File: config.mk
export PLATFORM = sky130hd
export DESIGN_NAME = uart_rx_ctrl
export DESIGN_NICKNAME = d
export VERILOG_FILES = /design/src/rtl/uart_pkg.sv /design/src/rtl/sync_fifo.sv /design/src/rtl/uart_rx_ctrl.sv
export SDC_FILE = /design/constraint.sdc
export NUM_CORES = 1
export LEC_CHECK = 0
export ABC_AREA = 1
export BUFFER_PORTS_ARGS = -buffer_cell sky130_fd_sc_hd__buf_4
export CORE_MARGIN = 2
export CORE_UTILIZATION = 60
export DETAILED_ROUTE_END_ITERATION = 6
export PLACE_DENSITY = 0.79
export SLEW_MARGIN = 15
export SYNTH_ARGS = -nofsm -noshare
export SYNTH_HDL_FRONTEND = slang
export SYNTH_SLANG_ARGS = --single-unit
File: constraint.sdc
create_clock -name i_clk -period 6.2 [get_ports i_clk]
set_clock_uncertainty 0.15 [all_clocks]
set_input_delay 0.31 -clock i_clk [delete_from_list [all_inputs] [get_ports i_clk]]
set_output_delay 0.31 -clock i_clk [all_outputs]
set_load 0.03 [all_outputs]
File: src/rtl/uart_pkg.sv
// Shared definitions for the UART receive path: format encodings,
// reset defaults, the receive state type and the FIFO word layout.
package uart_pkg;

    localparam logic [1:0] DN_6 = 2'b00;
    localparam logic [1:0] DN_7 = 2'b01;
    localparam logic [1:0] DN_8 = 2'b10;

    localparam logic [1:0] SN_1   = 2'b00;
    localparam logic [1:0] SN_1P5 = 2'b01;
    localparam logic [1:0] SN_2   = 2'b10;

    localparam logic [1:0] PAR_NONE = 2'b00;
    localparam logic [1:0] PAR_EVEN = 2'b01;
    localparam logic [1:0] PAR_ODD  = 2'b10;

    localparam int unsigned RST_DIV = 650;
    localparam logic [1:0] RST_DATA_NUM = DN_8;
    localparam logic [1:0] RST_STOP_NUM = SN_1;
    localparam logic [1:0] RST_PAR      = PAR_NONE;

    localparam int FIFO_W  = 10;
    localparam int PAR_BIT = 9;
    localparam int FRM_BIT = 8;

    typedef enum logic {
        ST_IDLE,
        ST_FRAME
    } rx_state_t;

    typedef struct packed {
        logic [1:0] data_num;
        logic [1:0] stop_num;
        logic [1:0] par;
    } frame_fmt_t;

    function automatic logic [7:0] sat_inc(input logic [7:0] v);
        return (v == 8'hFF) ? v : v + 8'd1;
    endfunction

endpackage

File: src/rtl/sync_fifo.sv
// Single-clock show-ahead FIFO; the head word is visible while not empty.
// Full/empty come from the wrap bit carried above the address bits.
module sync_fifo #(
    parameter int W  = 10,
    parameter int AW = 4
) (
    input  logic         i_clk,
    input  logic         i_reset_n,
    input  logic         i_wr,
    input  logic         i_rd,
    input  logic [W-1:0] i_data,
    output logic [W-1:0] o_data,
    output logic         o_empty,
    output logic         o_full
);

    logic [W-1:0] mem [2**AW];
    logic [AW:0]  wptr_q;
    logic [AW:0]  rptr_q;
    logic         do_rd;
    logic         do_wr;

    assign o_empty = (wptr_q == rptr_q);
    assign o_full  = (wptr_q[AW] != rptr_q[AW]) &&
                     (wptr_q[AW-1:0] == rptr_q[AW-1:0]);

    // A pop frees the slot a full-FIFO push is about to reuse.
    assign do_rd = i_rd && !o_empty;
    assign do_wr = i_wr && (!o_full || do_rd);

    assign o_data = mem[rptr_q[AW-1:0]];

    always_ff @(posedge i_clk) begin
        if (do_wr)
            mem[wptr_q[AW-1:0]] <= i_data;
    end

    always_ff @(posedge i_clk or negedge i_reset_n) begin
        if (!i_reset_n) begin
            wptr_q <= '0;
            rptr_q <= '0;
        end else begin
            if (do_wr)
                wptr_q <= wptr_q + (AW+1)'(1);
            if (do_rd)
                rptr_q <= rptr_q + (AW+1)'(1);
        end
    end

endmodule

File: src/rtl/uart_rx_ctrl.sv
// UART receiver controller: baud tick, frame format with deferred apply,
// frame tracking, buffered words with error flags and error statistics.
module uart_rx_ctrl
    import uart_pkg::*;
#(
    parameter int          W_DIV       = 11,
    parameter int unsigned DEFAULT_DIV = RST_DIV,
    parameter int          FIFO_AW     = 4
) (
    input  logic             i_clk,
    input  logic             i_reset_n,
    input  logic             i_rx,
    input  logic             i_cfg_wr,
    input  logic [W_DIV-1:0] i_cfg_div,
    input  logic [1:0]       i_cfg_data_num,
    input  logic [1:0]       i_cfg_stop_num,
    input  logic [1:0]       i_cfg_par,
    output logic             o_baud_tick,
    output logic [1:0]       o_data_num,
    output logic [1:0]       o_stop_num,
    output logic [1:0]       o_par,
    input  logic             i_rx_done_tick,
    input  logic             i_par_err,
    input  logic             i_frm_err,
    input  logic [7:0]       i_rx_data,
    input  logic             i_rd,
    output logic [9:0]       o_rd_data,
    output logic             o_empty,
    output logic             o_full,
    output logic             o_cfg_pending,
    output logic             o_busy,
    output logic             o_overrun,
    input  logic             i_clr_stat,
    output logic [7:0]       o_par_cnt,
    output logic [7:0]       o_frm_cnt
);

    rx_state_t        state_q;
    rx_state_t        state_d;
    logic             start;
    logic             par_flag_q;
    logic             par_now;
    logic             apply;
    logic [W_DIV-1:0] div_q;
    logic [W_DIV-1:0] div_sh_q;
    logic [W_DIV-1:0] div_d;
    logic [W_DIV-1:0] cnt_q;
    logic [W_DIV-1:0] cnt_d;
    logic             tick_q;
    logic             pend_q;
    frame_fmt_t       fmt_q;
    frame_fmt_t       fmt_sh_q;
    frame_fmt_t       fmt_rst;
    logic [FIFO_W-1:0] push_word;
    logic             ovr_q;
    logic [7:0]       par_cnt_q;
    logic [7:0]       frm_cnt_q;

    assign fmt_rst = '{data_num: RST_DATA_NUM,
                       stop_num: RST_STOP_NUM,
                       par:      RST_PAR};

    always_ff @(posedge i_clk or negedge i_reset_n) begin
        if (!i_reset_n)
            state_q <= ST_IDLE;
        else
            state_q <= state_d;
    end

    always_comb begin
        state_d = state_q;
        start   = 1'b0;
        unique case (state_q)
            ST_IDLE: begin
                if (!i_rx) begin
                    state_d = ST_FRAME;
                    start   = 1'b1;
                end
            end
            ST_FRAME: begin
                if (i_rx_done_tick)
                    state_d = ST_IDLE;
            end
            default: state_d = ST_IDLE;
        endcase
    end

    assign o_busy = (state_q == ST_FRAME);

    // Parity error arrives before the done tick; hold it for the push.
    always_ff @(posedge i_clk or negedge i_reset_n) begin
        if (!i_reset_n)
            par_flag_q <= 1'b0;
        else if (start)
            par_flag_q <= 1'b0;
        else if (i_par_err)
            par_flag_q <= 1'b1;
    end

    assign par_now = par_flag_q || i_par_err;

    assign apply = pend_q && !o_busy;

    always_ff @(posedge i_clk or negedge i_reset_n) begin
        if (!i_reset_n) begin
            div_q    <= W_DIV'(DEFAULT_DIV);
            div_sh_q <= W_DIV'(DEFAULT_DIV);
            fmt_q    <= fmt_rst;
            fmt_sh_q <= fmt_rst;
            pend_q   <= 1'b0;
        end else begin
            if (apply) begin
                div_q <= div_sh_q;
                fmt_q <= fmt_sh_q;
            end
            if (i_cfg_wr) begin
                div_sh_q <= i_cfg_div;
                fmt_sh_q <= '{data_num: i_cfg_data_num,
                              stop_num: i_cfg_stop_num,
                              par:      i_cfg_par};
                pend_q   <= 1'b1;
            end else if (apply) begin
                pend_q <= 1'b0;
            end
        end
    end

    // Tick is registered from the next count so it marks count == div.
    always_comb begin
        div_d = apply ? div_sh_q : div_q;
        if (apply || cnt_q == div_q)
            cnt_d = '0;
        else
            cnt_d = cnt_q + W_DIV'(1);
    end

    always_ff @(posedge i_clk or negedge i_reset_n) begin
        if (!i_reset_n) begin
            cnt_q  <= '0;
            tick_q <= 1'b0;
        end else begin
            cnt_q  <= cnt_d;
            tick_q <= (cnt_d == div_d);
        end
    end

    assign o_baud_tick   = tick_q;
    assign o_cfg_pending = pend_q;
    assign o_data_num    = fmt_q.data_num;
    assign o_stop_num    = fmt_q.stop_num;
    assign o_par         = fmt_q.par;

    always_comb begin
        push_word          = '0;
        push_word[7:0]     = i_rx_data;
        push_word[FRM_BIT] = i_frm_err;
        push_word[PAR_BIT] = par_now;
    end

    sync_fifo #(
        .W  (FIFO_W),
        .AW (FIFO_AW)
    ) u_fifo (
        .i_clk     (i_clk),
        .i_reset_n (i_reset_n),
        .i_wr      (i_rx_done_tick),
        .i_rd      (i_rd),
        .i_data    (push_word),
        .o_data    (o_rd_data),
        .o_empty   (o_empty),
        .o_full    (o_full)
    );

    always_ff @(posedge i_clk or negedge i_reset_n) begin
        if (!i_reset_n) begin
            ovr_q     <= 1'b0;
            par_cnt_q <= '0;
            frm_cnt_q <= '0;
        end else if (i_clr_stat) begin
            ovr_q     <= 1'b0;
            par_cnt_q <= '0;
            frm_cnt_q <= '0;
        end else begin
            if (i_rx_done_tick && o_full && !i_rd)
                ovr_q <= 1'b1;
            if (i_rx_done_tick && par_now)
                par_cnt_q <= sat_inc(par_cnt_q);
            if (i_rx_done_tick && i_frm_err)
                frm_cnt_q <= sat_inc(frm_cnt_q);
        end
    end

    assign o_overrun = ovr_q;
    assign o_par_cnt = par_cnt_q;
    assign o_frm_cnt = frm_cnt_q;

endmodule
# After elaboration in Yosys (flattened, before gate mapping)
# Memories as Yosys holds them, arrays and structs flattened.
# Cells that the tools add are included.
# classes
add_sub_neg	5
multipliers	0
div_mod_pow	0
magnitude_cmp	0
eq_ne	9
shifts	0
mux	20
bitwise	1
reduce_logical	22
# op_table
operator	n
8-bit 2-to-1 mux	6
11-bit == test	2
11-bit 2-to-1 mux	2
8-bit by 1-bit adder with 8-bit output, second input constant	2
8-bit == test, second input constant	2
11-bit by 1-bit adder with 11-bit output, second input constant	1
1-bit 2-to-1 mux	11
5-bit by 1-bit adder with 5-bit output, second input constant	2
2-bit nonzero test	5
1-bit logical AND	8
5-bit == test	1
4-bit == test	1
1-bit zero test	4
2-bit != test, second input constant	2
2-bit AND reduction	2
1-bit logical OR	3
1-bit one-hot mux with 2 select lines	1
1-bit != test	1
1-bit NOT	1
# totals
register_bits	76
latchBits	0
ramBits	160
mem_bits_ro	0
input_bits	34
word_cells	76
memories	1
# memory_table
name	words	word_bits	rd	rd_ports_with_merged_regs	write_ports	line	rtl
u_fifo.mem	16	10	1	0	1	sync_fifo.sv:17	logic [W-1:0] mem [2**AW];

# Depth between registers and ports, before layout
# Gate-level depths: netlist of run 1.
# depth
word_depth	7
ltp_mapped	15
mapped_depth_nobuf	15

# By module
# Synthesis of run 1 repeated with hierarchy kept, for this count alone.
# unflattened
cells_unflattened	1033
area_unflattened_um2	10405.0
# by_module_without_submodules
module	n_inst	cells_each	area_each_um2	seq_area_each_um2
sync_fifo	1	610	7085.5	5054.8
uart_rx_ctrl	1	423	3319.4	1664.1

# Least setup slack after synthesis of run 1
# No wires, ideal clock.
# synth_timing
path_kind	register to register
start	reg u_fifo.rptr_q[1]
end	mem u_fifo.mem[12][0] (enable)
setup_ns	0.285
t_arrival_ns	1.734
t_required_ns	5.765
slack_ns	4.030
stages_incl_launch_ff	9
n_path_buf	0
synth_period_minus_slack_ns	2.170
path_cell_list	dfrtp_1 > xnor2_1 > nand4_1 > nor2_1 > nand2_1 > nand2_2 > inv_4 > nand2_1 > nor2_1
# synth_between
elab_chain_cells	7
elab_cells_between_ends	10
# synth_rtl
item	line	rtl
from (decl)	sync_fifo.sv:19	logic [AW:0] rptr_q;
from (signal assigned)	sync_fifo.sv:46	rptr_q <= rptr_q + (AW+1)'(1);
4-bit == test	sync_fifo.sv:25	(wptr_q[AW-1:0] == rptr_q[AW-1:0]);
1-bit logical AND	sync_fifo.sv:24	assign o_full = (wptr_q[AW] != rptr_q[AW]) &&
named net o_full	uart_rx_ctrl.sv:29	output logic o_full,
1-bit zero test	sync_fifo.sv:29	assign do_wr = i_wr && (!o_full || do_rd);
1-bit logical OR	sync_fifo.sv:29	
1-bit logical AND	sync_fifo.sv:29	
1-bit 2-to-1 mux	sync_fifo.sv:34	if (do_wr)
1-bit 2-to-1 mux (implied by the code)	sync_fifo.sv:35	mem[wptr_q[AW-1:0]] <= i_data;
to (decl)	sync_fifo.sv:17	
# The timed path passes the listed nets, and every way through them passes these cells.

# Final worst setup path of run 1
# layout_timing
start	reg u_fifo.rptr_q[0]
end	out o_rd_data[5]
# layout_between
elab_chain_cells	1
# layout_rtl
item	line	rtl
memory read 16 x 10 bit	n/a	
to (decl)	uart_rx_ctrl.sv:27	output logic [9:0] o_rd_data,
# No other way between the ends.

==> key figures, run 1 <==
Status
  – Outcome: finished, final reports clean

Die
  – # rows: 47
  – Ports: 72
  – Total core area: around 17000 µm²
  – Starting Density: 0.613
  – Die width: between 100 and 150 µm
  – Die area: 17900 µm²
  – Die Ht: between 100 and 150 µm

Worst setup path
  – Setup CP Type: flop to output port
  – Endpoint type of the worst setup path: output port
  – Critical Path Fanout Max: 63
  – Worst Path Required: 5.74 ns
  – Worst path arrival time: around 3.3 ns
  – Critical Path Start Type: flop

Routing
  – Vias/cell: roughly 5.7
  – Final wirelength: roughly 23000 µm
  – Initial DRC count: 666
  – WL/cell: roughly 18 µm
  – DRC: 0
  – Via count: slightly above 7000
  – Router iterations before antenna repair: 5
  – Post-DRT Antenna Nets: 0

Clocking
  – Clk pin slew, worst setup/hold paths: 0.06 ns
  – Post-CTS Hold Fix Bufs: 38
  – Clock buffer count from CTS: 24
  – TritonCTS clock tree: yes
  – CTS root buf: clkbuf_16
  – Post-CTS setup repair buffer count: 0
  – Max Buffers Root-to-Sink: 3
  – Clock Sink Count: about 240
  – Post-CTS sizing: 0
  – Worst skew pair latency: ~0.51 ns
  – H-tree depth: 1

Cells and area
  – Fraction of layout cells with a size suffix above 1: 0.147
  – Area grow syn2layout: 18.0%
  – # diodes: 0
  – Finished Layout Cells: about 1300
  – Fin nets: between 1000 and 1500
  – Register area: ~6700 µm²
  – Fillcell total: ~1100
  – Multi-input gate area: around 2900 µm²
  – Final Cell Area: roughly 12000 µm²

Pwr
  – Sw Share: 0.355
  – Clock Power Share: 0.289
  – Max IR drop VDD: just under 0.3 mV
  – Gate power share: 0.312
  – Register share of total power: 0.399
  – LEAKAGE: a little under 5 nW
  – Switch Pwr: between 1.5 and 2 mW
  – Cell Pwr Density: about 430 nW/µm²
  – Tot Pwr: ~5 mW
  – Int Power: about 3.3 mW

Logic synthesis
  – Async SR Flop Fraction: 0.322
  – Mapped Cells: 936
  – Post-synthesis area per instance: 10.8 µm²
  – Unique masters post-synth: 36
  – Cell Area, Synth: roughly 10000 µm²
  – Post-synth top area share: 0.474
  – Ys Warns: 0
  – Post-synth EDFFs: 160
  – Primary FF master, synth: edfxtp_1
  – Yosys reg bits: 236
  – Synth area leaders: edfxtp_1 (47%), dfrtp_1 (16%), nand2_1 (5.9%), o21ai_0 (5.8%), nor2_1 (4.3%)
  – Register area share after synthesis: 0.663
  – Synth Net Count: 978
  – Synth area leader: edfxtp_1

Place
  – RePlAce Congestion: about 0.86
  – Placed Area: around 11000 µm²
  – # placed instances: roughly 1200
  – Post-DP HPWL: around 14000 µm
  – I/O Buffers: just over 70

Flow run
  – Max cap viols: 0

Global route
  – First-pass GRT wire length: between 30000 and 40000 µm
  – Initial antenna violation count: 0
  – Vias in the first global route: between 7000 and 8000
  – GRT Total Usage: 0.266
  – Gr ovfl total: 0
  – Pin count of the biggest net entering global routing: 77

Timing
  – RSZ-0062 raised after global routing: no
  – Tcrit/Tclk final: 0.609
  – Final Max Tran Viols: 0
  – Fmax: roughly 260 MHz
  – Slew headroom: 0.332
  – # setup viols final: 0
  – Final worst path period need: approximately 3.8 ns
  – Fin. Hold Viols: 0
  – Post-route setup TNS: 0 ns
  – Least-Margin Pin Slew: around 1.0 ns

Min path
  – Hold/Removal Path Class: input port to flop
## layer usage
metal / up-vias / track usage / wire length (µm)
met2: 320 / 0.450 / 11600
met1: 3441 / 0.353 / 9130
li1: 3390 / - / -
met3: 42 / 0.0499 / 1900
met5: - / 0 / 0
met4: 0 / 0.0827 / 482
## registers in the layout (all words and copies together) (netlist names), 5 cells and up
signal,cells
cnt_q,11
div_q,11
div_sh_q,11
fmt_sh_q,6
o_frm_cnt,8
o_par_cnt,8
u_fifo.mem,160
u_fifo.rptr_q,5
u_fifo.wptr_q,5
## cell usage after synthesis (2+ instances only)
| cell | count |
|---|---|
| nand2_2 | 7 |
| buf_6 | 5 |
| clkbuf_1 | 32 |
| a21oi_1 | 16 |
| dfrtp_1 | 66 |
| nor2_1 | 115 |
| nand3_2 | 9 |
| edfxtp_1 | 160 |
| xor2_1 | 11 |
| dfstp_2 | 10 |
| nand2_4 | 2 |
| nand4_1 | 17 |
| a211oi_1 | 2 |
| inv_2 | 4 |
| inv_1 | 87 |
| nor3_1 | 3 |
| o221ai_1 | 16 |
| o21ai_0 | 118 |
| ha_1 | 8 |
| nor2_2 | 7 |
| xnor2_1 | 11 |
| o22ai_1 | 24 |
| nand3_1 | 29 |
| o211ai_1 | 4 |
| nor2_4 | 2 |
| buf_2 | 2 |
| nand2_1 | 160 |
## path summary, 6_finish.rpt
path	cells after the start	from	endpoint	slack (ns)
setup / recovery	8	u_fifo.rptr_q[0]$_DFFE_PN0P_	o_rd_data[5]	2.42
setup reg to reg	9	u_fifo.rptr_q[0]$_DFFE_PN0P_	u_fifo.mem[6][5]$_DFFE_PP_	2.90
max in group asynchronous	2	i_reset_n	u_fifo.rptr_q[0]$_DFFE_PN0P_	4.90
min in group asynchronous	2	i_reset_n	cnt_q[0]$_DFF_PN0_	0.34
hold / removal	1	i_rx_data[4]	u_fifo.mem[11][4]$_DFFE_PP_	0.008
hold reg to reg	2	div_sh_q[3]$_DFFE_PN1P_	div_sh_q[3]$_DFFE_PN1P_	0.31
## layout by cell type, fill, tap and decap left out, types with 24 or more instances in the layout
cell,instances
nand2_1,160
inv_1,86
clkbuf_16,25
edfxtp_1,160
buf_4,74
dlygate4sd3_1,38
o22ai_1,24
nor2_1,115
nand3_1,29
o21ai_0,118
dfrtp_1,65
## through the flow
stage               hold slack (ns)  utilization  setup slack (ns)
floorplan                    -0.136            -              4.03
global placement              0.299        0.651              3.05
detailed placement            0.302        0.651              2.96
CTS                         0.00338        0.723              2.42
global route                 0.0125        0.723              2.18
finish                      0.00840        0.723              2.42
## cell families after synthesis
kind of cell / after synthesis / synth area share
buf+inv: 133 / 0.0539
xor+xnor: 22 / 0.0190
simple gates: 353 / 0.152
compound gates: 184 / 0.102
flops: 236 / 0.663
fa+ha+maj: 8 / 0.00988
## power groups by stage
stage / Combinational [mW] / Clock [mW] / Sequential [mW]
2_1_floorplan: 1.09 / 0 / 2.03
3_3_place_gp: 1.52 / 0 / 2.06
3_5_place_dp: 1.55 / 0 / 2.07
4_1_cts: 1.59 / 1.50 / 2.04
5_1_grt: 1.75 / 1.56 / 2.07
6_report: 1.60 / 1.48 / 2.04
## critical path, cell delays in order, from the launching register on
cell	delay, ns
dfrtp_2	0.69
buf_4	0.53
inv_2	0.25
buf_4	0.37
o21ai_0	0.23
o22ai_1	0.10
o211ai_1	0.27
nand3_1	0.13
buf_4	0.19
## final cells by class
| class | count | share of cell area |
|---|---|---|
| flip-flops and latches | 236 | 0.562 |
| multi-input cells | 567 | 0.240 |
| repair buffers | 112 | 0.0783 |
| clock buffers | 29 | 0.0536 |
| inverters | 92 | 0.0291 |
| well taps | 220 | 0.0230 |
| clock inverters | 15 | 0.0141 |
(Power assumes the default switching activity.)
==> inputs of run 2 (changes only) <==
==> constraint.sdc (replaced) <==
create_clock -name i_clk -period 3.6 [get_ports i_clk]
set_clock_uncertainty 0.15 [all_clocks]
set_input_delay 0.18 -clock i_clk [delete_from_list [all_inputs] [get_ports i_clk]]
set_output_delay 0.18 -clock i_clk [all_outputs]
set_load 0.03 [all_outputs]
==> key figures, run 2 (synthesis gave the netlist of run 1 again) <==
Place
  – Post-DP HPWL: 13900 µm (+1.2%)
  – Placed Area: 10800 µm² (+0.19%)
  – RePlAce Congestion: 0.873 (+1.7%)
  – I/O Buffers: 71 (unchanged)

Global route
  – First-pass GRT wire length: 38600 µm (+4.1%)
  – Initial antenna violation count: 0 (unchanged)
  – Gr ovfl total: 0 (unchanged)
  – Vias in the first global route: 7470 (+3.0%)
  – GRT Total Usage: 0.280 (+0.0141)
  – Pin count of the biggest net entering global routing: 82 (+6.5%)

Cells and area
  – Max FFs per register: 160 (unchanged)
  – Area grow syn2layout: 19.3%
  – Fin nets: 1094 (+1.8%)
  – Fraction of layout cells with a size suffix above 1: 0.142 (-0.00502)
  – Fillcell total: 1046 (-2.5%)
  – Util after Layout: 0.732 (+0.00818)
  – Register area: 6720 µm² (unchanged)
  – Multi-input gate area: 2860 µm² (unchanged)
  – Final Cell Area: 12100 µm² (+1.1%)
  – # diodes: 0 (unchanged)
  – Most frequent cells in the layout: nand2_1 (160), edfxtp_1 (160), o21ai_0 (118)

Worst setup path
  – Worst path cell trace: buf_4 -> inv_1 -> buf_4 -> o21ai_0 -> o22ai_1 -> nand2_1 -> nand3_1 -> buf_4
  – Endpoint type of the worst setup path: output port
  – Critical Path Fanout Max: 42 (-33%)
  – Worst path arrival time: 2.83 ns (-0.49 ns)
  – Largest stage delay on the critical path: 0.52 ns (-0.17 ns)
  – CP max-delay cell: inv_1
  – R2R cell count: 8 (-1)
  – Family with the most delay on the worst path: buffers and inverters
  – Reg-to-reg endpoint: u_fifo.mem[10][4]$_DFFE_PP_
  – Most numerous cell on the critical path: buf_4
  – R2R Setup Slk: 0.63 ns (-2.27 ns)
  – Setup CP Type: flop to output port
  – Worst reg2reg startpoint: u_fifo.rptr_q[2]$_DFFE_PN0P_
  – Crit path from: u_fifo.rptr_q[1]$_DFFE_PN0P_
  – Critical Path Start Type: flop
  – CP bufs+invs: 4 (unchanged)
  – Worst Path Required: 3.27 ns (-2.47 ns)

Die
  – Die width: 134 µm (unchanged)
  – Starting Density: 0.613 (unchanged)
  – Ports: 72 (unchanged)
  – Die area: 17900 µm² (unchanged)
  – Die Ht: 134 µm (unchanged)
  – # rows: 47 (unchanged)
  – Total core area: 16500 µm² (unchanged)

Routing
  – Met1 Wirelength: 9390 µm (+2.9%)
  – Met3 WL: 1800 µm (-4.9%)
  – Vias/cell: 5.82 (+2.8%)
  – DRC: 0 (unchanged)
  – Top sig layer: met4
  – Final wirelength: 24900 µm (+7.7%)
  – Initial DRC count: 615 (-7.7%)
  – Router iterations before antenna repair: 5 (unchanged)
  – WL/cell: 19.3 µm (+6.4%)
  – Via count: 7484 (+4.0%)
  – Post-DRT Antenna Nets: 0 (unchanged)
  – Routed met2 length: 12900 µm (+11%)

Min path
  – Hold/Removal Path Class: input port to flop
  – Worst Hold Path EP: o_cfg_pending$_DFFE_PN0P_
  – Hold_sp: i_cfg_wr
  – Worst Hold Depth: 3 (+2)

Clocking
  – Post-CTS setup repair buffer count: 0 (unchanged)
  – Clock buffer count from CTS: 24 (unchanged)
  – Worst skew pair latency: 0.52 ns (about the same)
  – Clock Sink Count: 236 (unchanged)
  – H-tree depth: 1 (unchanged)
  – Max Buffers Root-to-Sink: 3 (unchanged)
  – CTS root buf: clkbuf_16
  – Clk pin slew, worst setup/hold paths: 0.06 ns (about the same)
  – Post-CTS sizing: 0 (unchanged)
  – TritonCTS clock tree: yes

Status
  – Outcome: finished, final reports clean

Timing
  – Fmax: between 300 and 400 MHz
  – Least-Margin Pin Slew: 1.02 ns (+0.0182 ns)
  – Slew headroom: 0.320 (-0.0123)
  – Final worst path period need: between 3 and 4 ns
  – Tcrit/Tclk final: 0.877
  – RSZ-0062 raised after global routing: no
  – # setup viols final: 0 (unchanged)
  – Post-route setup TNS: 0 ns (unchanged)
  – Fin. Hold Viols: 0 (unchanged)
  – Final Max Tran Viols: 0 (unchanged)

Pwr
  – LEAKAGE: 4.88 nW (+0.94%)
  – Max IR drop VDD: 0.444 mV (+50%)
  – Cell Pwr Density: 726 nW/µm² (+70%)

Flow run
  – Max cap viols: 0 (unchanged)
run 2: layout make-up:
type,count,share of cell area
flip-flops and latches,236,0.556
multi-input cells,567,0.237
repair buffers,131,0.0940
clock buffers,29,0.0530
inverters,92,0.0288
well taps,220,0.0228
clock inverters,12,0.00859
run 2: how the worst max path moves through the flow:
stage | to | cells past startpoint
floorplan | u_fifo.mem[12][0]$_DFFE_PP_ | 8
global placement | u_fifo.mem[12][1]$_DFFE_PP_ | 8
detailed placement | u_fifo.mem[10][6]$_DFFE_PP_ | 8
CTS | o_rd_data[2] | 8
global route | o_rd_data[9] | 8
finish | o_rd_data[9] | 8
run 2: metal layers:
metal	vias up	GRT usage
li1	3439	-
met1	3638	0.347
met2	337	0.494
met3	70	0.0450
met4	0	0.111
met5	-	0
run 2: worst register-to-register path, delay by kind of cell (launching register included):
| kind | cells | cell delay, ns |
|---|---|---|
| buffers and inverters | 1 | 0.09 |
| flip-flops | 1 | 0.80 |
| AND/OR/NAND/NOR | 6 | 1.38 |
| XOR/XNOR | 1 | 0.16 |
run 2: metrics by stage:
stage,hold WS [ns],std cells,power (mW),setup WS [ns]
after CTS,0.146,1287,8.72,0.475
after global placement,0.227,1190,6.20,0.873
after floorplan,-0.266,936,5.37,1.43
final,0.185,1287,8.78,0.444
after global routing,0.254,1287,9.16,0.314
after detailed placement,0.235,1190,6.27,0.786
run 2: repair_timing:
item,in CTS,in global routing
endpoints found under the setup margin,0,0
endpoints found under the hold margin,242,0
hold buffers,56,0
run 2: power by group:
| part | leakage (nW) | internal (mW) | total [mW] | switching, mW |
|---|---|---|---|---|
| clock | 0.368 | 1.40 | 2.40 | 1.00 |
| sequential | 2.38 | 3.27 | 3.49 | 0.221 |
| combinational | 2.12 | 0.913 | 2.89 | 1.98 |
==> inputs of run 3 (changes only) <==
==> constraint.sdc (replaced) <==
create_clock -name i_clk -period 3.6 [get_ports i_clk]
set_clock_uncertainty 0.15 [all_clocks]
set_input_delay 0.18 -clock i_clk [delete_from_list [all_inputs] [get_ports i_clk]]
set_output_delay 0.18 -clock i_clk [all_outputs]
set_load 0.01 [all_outputs]
==> key figures, run 3 (synthesis gave the netlist of run 1 again) <==
Worst setup path
  – Largest stage delay on the critical path: 0.43 ns (-0.09 ns)
  – Endpoint type of the worst setup path: output port
  – Worst path arrival time: 2.70 ns (-0.13 ns)
  – Worst reg2reg startpoint: u_fifo.wptr_q[2]$_DFFE_PN0P_
  – CP bufs+invs: 4 (unchanged)
  – R2R Setup Slk: 1.09 ns (+0.46 ns)
  – Critical Path Start Type: flop
  – Family with the most delay on the worst path: buffers and inverters
  – Most numerous cell on the critical path: buf_4
  – Reg-to-reg endpoint: u_fifo.mem[0][9]$_DFFE_PP_
  – Worst Path Required: 3.27 ns (about the same)
  – CP Depth: 8 (unchanged)
  – Worst path cell trace: buf_4 -> inv_1 -> buf_4 -> o21ai_0 -> o221ai_1 -> o211ai_1 -> nand3_1 -> buf_4
  – Setup CP Type: flop to output port
  – R2R cell count: 8 (unchanged)
  – Worst Setup EP: o_rd_data[1]
  – CP max-delay cell: dfrtp_1
  – Critical Path Fanout Max: 26 (-38%)
  – Crit path from: u_fifo.rptr_q[1]$_DFFE_PN0P_

Place
  – Post-DP HPWL: 14300 µm (+2.8%)
  – RePlAce Congestion: 0.838 (-4.0%)
  – I/O Buffers: 71 (unchanged)
  – Place WS: 1.10 ns (+0.312 ns)
  – # placed instances: 1194 (+0.34%)

Routing
  – Post-DRT Antenna Nets: 0 (unchanged)
  – Vias/cell: 5.78 (-0.53%)
  – DRC: 0 (unchanged)
  – WL/cell: 19.0 µm (-1.9%)
  – Router iterations before antenna repair: 5 (unchanged)
  – Initial DRC count: 697 (+13%)
  – Via count: 7485 (+0.013%)
  – Final wirelength: 24600 µm (-1.4%)

Timing
  – Fin. Hold Viols: 0 (unchanged)
  – Final Max Tran Viols: 0 (unchanged)
  – Slew headroom: 0.309 (-0.0115)
  – Fin worst setup slack: 0.569 ns (+0.125 ns)
  – RSZ-0062 raised after global routing: no
  – Tcrit/Tclk final: 0.842 (-0.0346)
  – Least-Margin Pin Slew: 1.03 ns (+0.0172 ns)
  – Post-route setup TNS: 0 ns (unchanged)
  – # setup viols final: 0 (unchanged)
  – Worst hold margin: 0.216 ns (+0.0309 ns)
  – Final worst path period need: 3.03 ns (-0.125 ns)
  – Fmax: 330 MHz (+4.1%)

Cells and area
  – Fillcell total: 1083 (+3.5%)
  – Multi-input gate area: 2860 µm² (unchanged)
  – Fin nets: 1098 (+0.37%)
  – Max FFs per register: 160 (unchanged)
  – Most frequent cells in the layout: nand2_1 (160), edfxtp_1 (160), o21ai_0 (118)
  – Area grow syn2layout: 19.8%
  – Finished Layout Cells: 1294 (+0.54%)
  – Register area: 6720 µm² (unchanged)
  – # diodes: 0 (unchanged)
  – Fraction of layout cells with a size suffix above 1: 0.150 (+0.00745)

Flow run
  – Max cap viols: 0 (unchanged)

Die
  – Die width: 134 µm (unchanged)
  – # rows: 47 (unchanged)
  – Total core area: 16500 µm² (unchanged)
  – Die Ht: 134 µm (unchanged)
  – Die area: 17900 µm² (unchanged)
  – Starting Density: 0.613 (unchanged)
  – Ports: 72 (unchanged)

Global route
  – Pin count of the biggest net entering global routing: 83 (+1.2%)
  – Vias in the first global route: 7422 (-0.64%)
  – GRT Total Usage: 0.278 (-0.00204)
  – First-pass GRT wire length: 38500 µm (-0.45%)
  – Initial antenna violation count: 0 (unchanged)
  – Gr ovfl total: 0 (unchanged)

Pwr
  – Switch Pwr: 2.97 mW (-7.1%)
  – Max IR drop VDD: 0.496 mV (+12%)
  – Cell Pwr Density: 706 nW/µm² (-2.8%)
  – LEAKAGE: 4.89 nW (+0.26%)
  – Gate power share: 0.314 (-0.015)
  – Tot Pwr: 8.56 mW (-2.5%)
  – Int Power: 5.59 mW (+0.20%)
  – Sw Share: 0.347 (-0.0174)
  – Clock Power Share: 0.284 (+0.011)
  – Register share of total power: 0.403 (+0.006)

Clocking
  – H-tree depth: 1 (unchanged)
  – Clock Sink Count: 236 (unchanged)
  – Post-CTS setup repair buffer count: 0 (unchanged)
  – Worst skew pair latency: 0.52 ns (about the same)
  – Clk pin slew, worst setup/hold paths: 0.06 ns (about the same)
  – TritonCTS clock tree: yes
  – Max Buffers Root-to-Sink: 3 (unchanged)
  – CTS root buf: clkbuf_16
  – Clock buffer count from CTS: 24 (unchanged)

Status
  – Outcome: finished, final reports clean

Min path
  – Hold/Removal Path Class: input port to asynchronous set/reset pin
## run 3: changes by cell type in the layout (fill, tap and decap cells not counted), sizes merged
cell / previous run / this run
buf: 75 / 79
clkinvlp: 0 / 5
clkbuf: 29 / 27
## run 3: power groups by stage
| stage | logic [mW] | registers, mW | clock network (mW) |
|---|---|---|---|
| 6_report | 2.68 | 3.45 | 2.43 |
| 5_1_grt | 2.94 | 3.47 | 2.55 |
| 4_1_cts | 2.65 | 3.44 | 2.46 |
| 3_5_place_dp | 2.57 | 3.48 | 0 |
| 3_3_place_gp | 2.53 | 3.47 | 0 |
| 2_1_floorplan | 1.67 | 3.46 | 0 |
## run 3: area by class of cell
cell class                 instances  area share
clock buffer                      27      0.0522
clock inverter                    17      0.0115
inverter                          92      0.0287
multi-input combinational        567       0.236
sequential                       236       0.554
tap                              220      0.0227
timing repair buffer             135      0.0951
## run 3: per-layer routing
layer / part of all wire / vias up / GRT usage
met5: 0 / - / 0
met4: 0.031 / 0 / 0.115
met3: 0.078 / 59 / 0.0431
met2: 0.51 / 372 / 0.488
met1: 0.38 / 3603 / 0.346
li1: - / 3451 / -
## run 3: stage by stage
stage | util | area, µm²
6_report | 0.734 | 12100
5_1_grt | 0.734 | 12100
4_1_cts | 0.734 | 12100
3_5_place_dp | 0.654 | 10800
3_3_place_gp | 0.654 | 10800
2_1_floorplan | - | 10100
## run 3: how the worst min path moves through the flow
stage,end,cells after the start
global route,div_sh_q[1]$_DFFE_PN1P_,4
CTS,o_cfg_pending$_DFFE_PN0P_,3
finish,cnt_q[1]$_DFF_PN0_,2
floorplan,cnt_q[0]$_DFF_PN0_,0
detailed placement,cnt_q[1]$_DFF_PN0_,1
global placement,o_overrun$_DFFE_PN0P_,2
## run 3: worst reg2reg max path, delay by kind of cell, from the launching register on
family	cells	cell delay, ns
buffers and inverters	1	0.10
DFF	1	0.45
and+or+nand+nor	6	1.25
xor gates and xnor gates	1	0.16
## run 3: what timing repair did
item | in CTS | in global routing
gates resized for setup | 0 | 0
endpoints found under the hold margin | 246 | 0
hold buffers | 56 | 0
endpoints found under the setup margin | 0 | 0
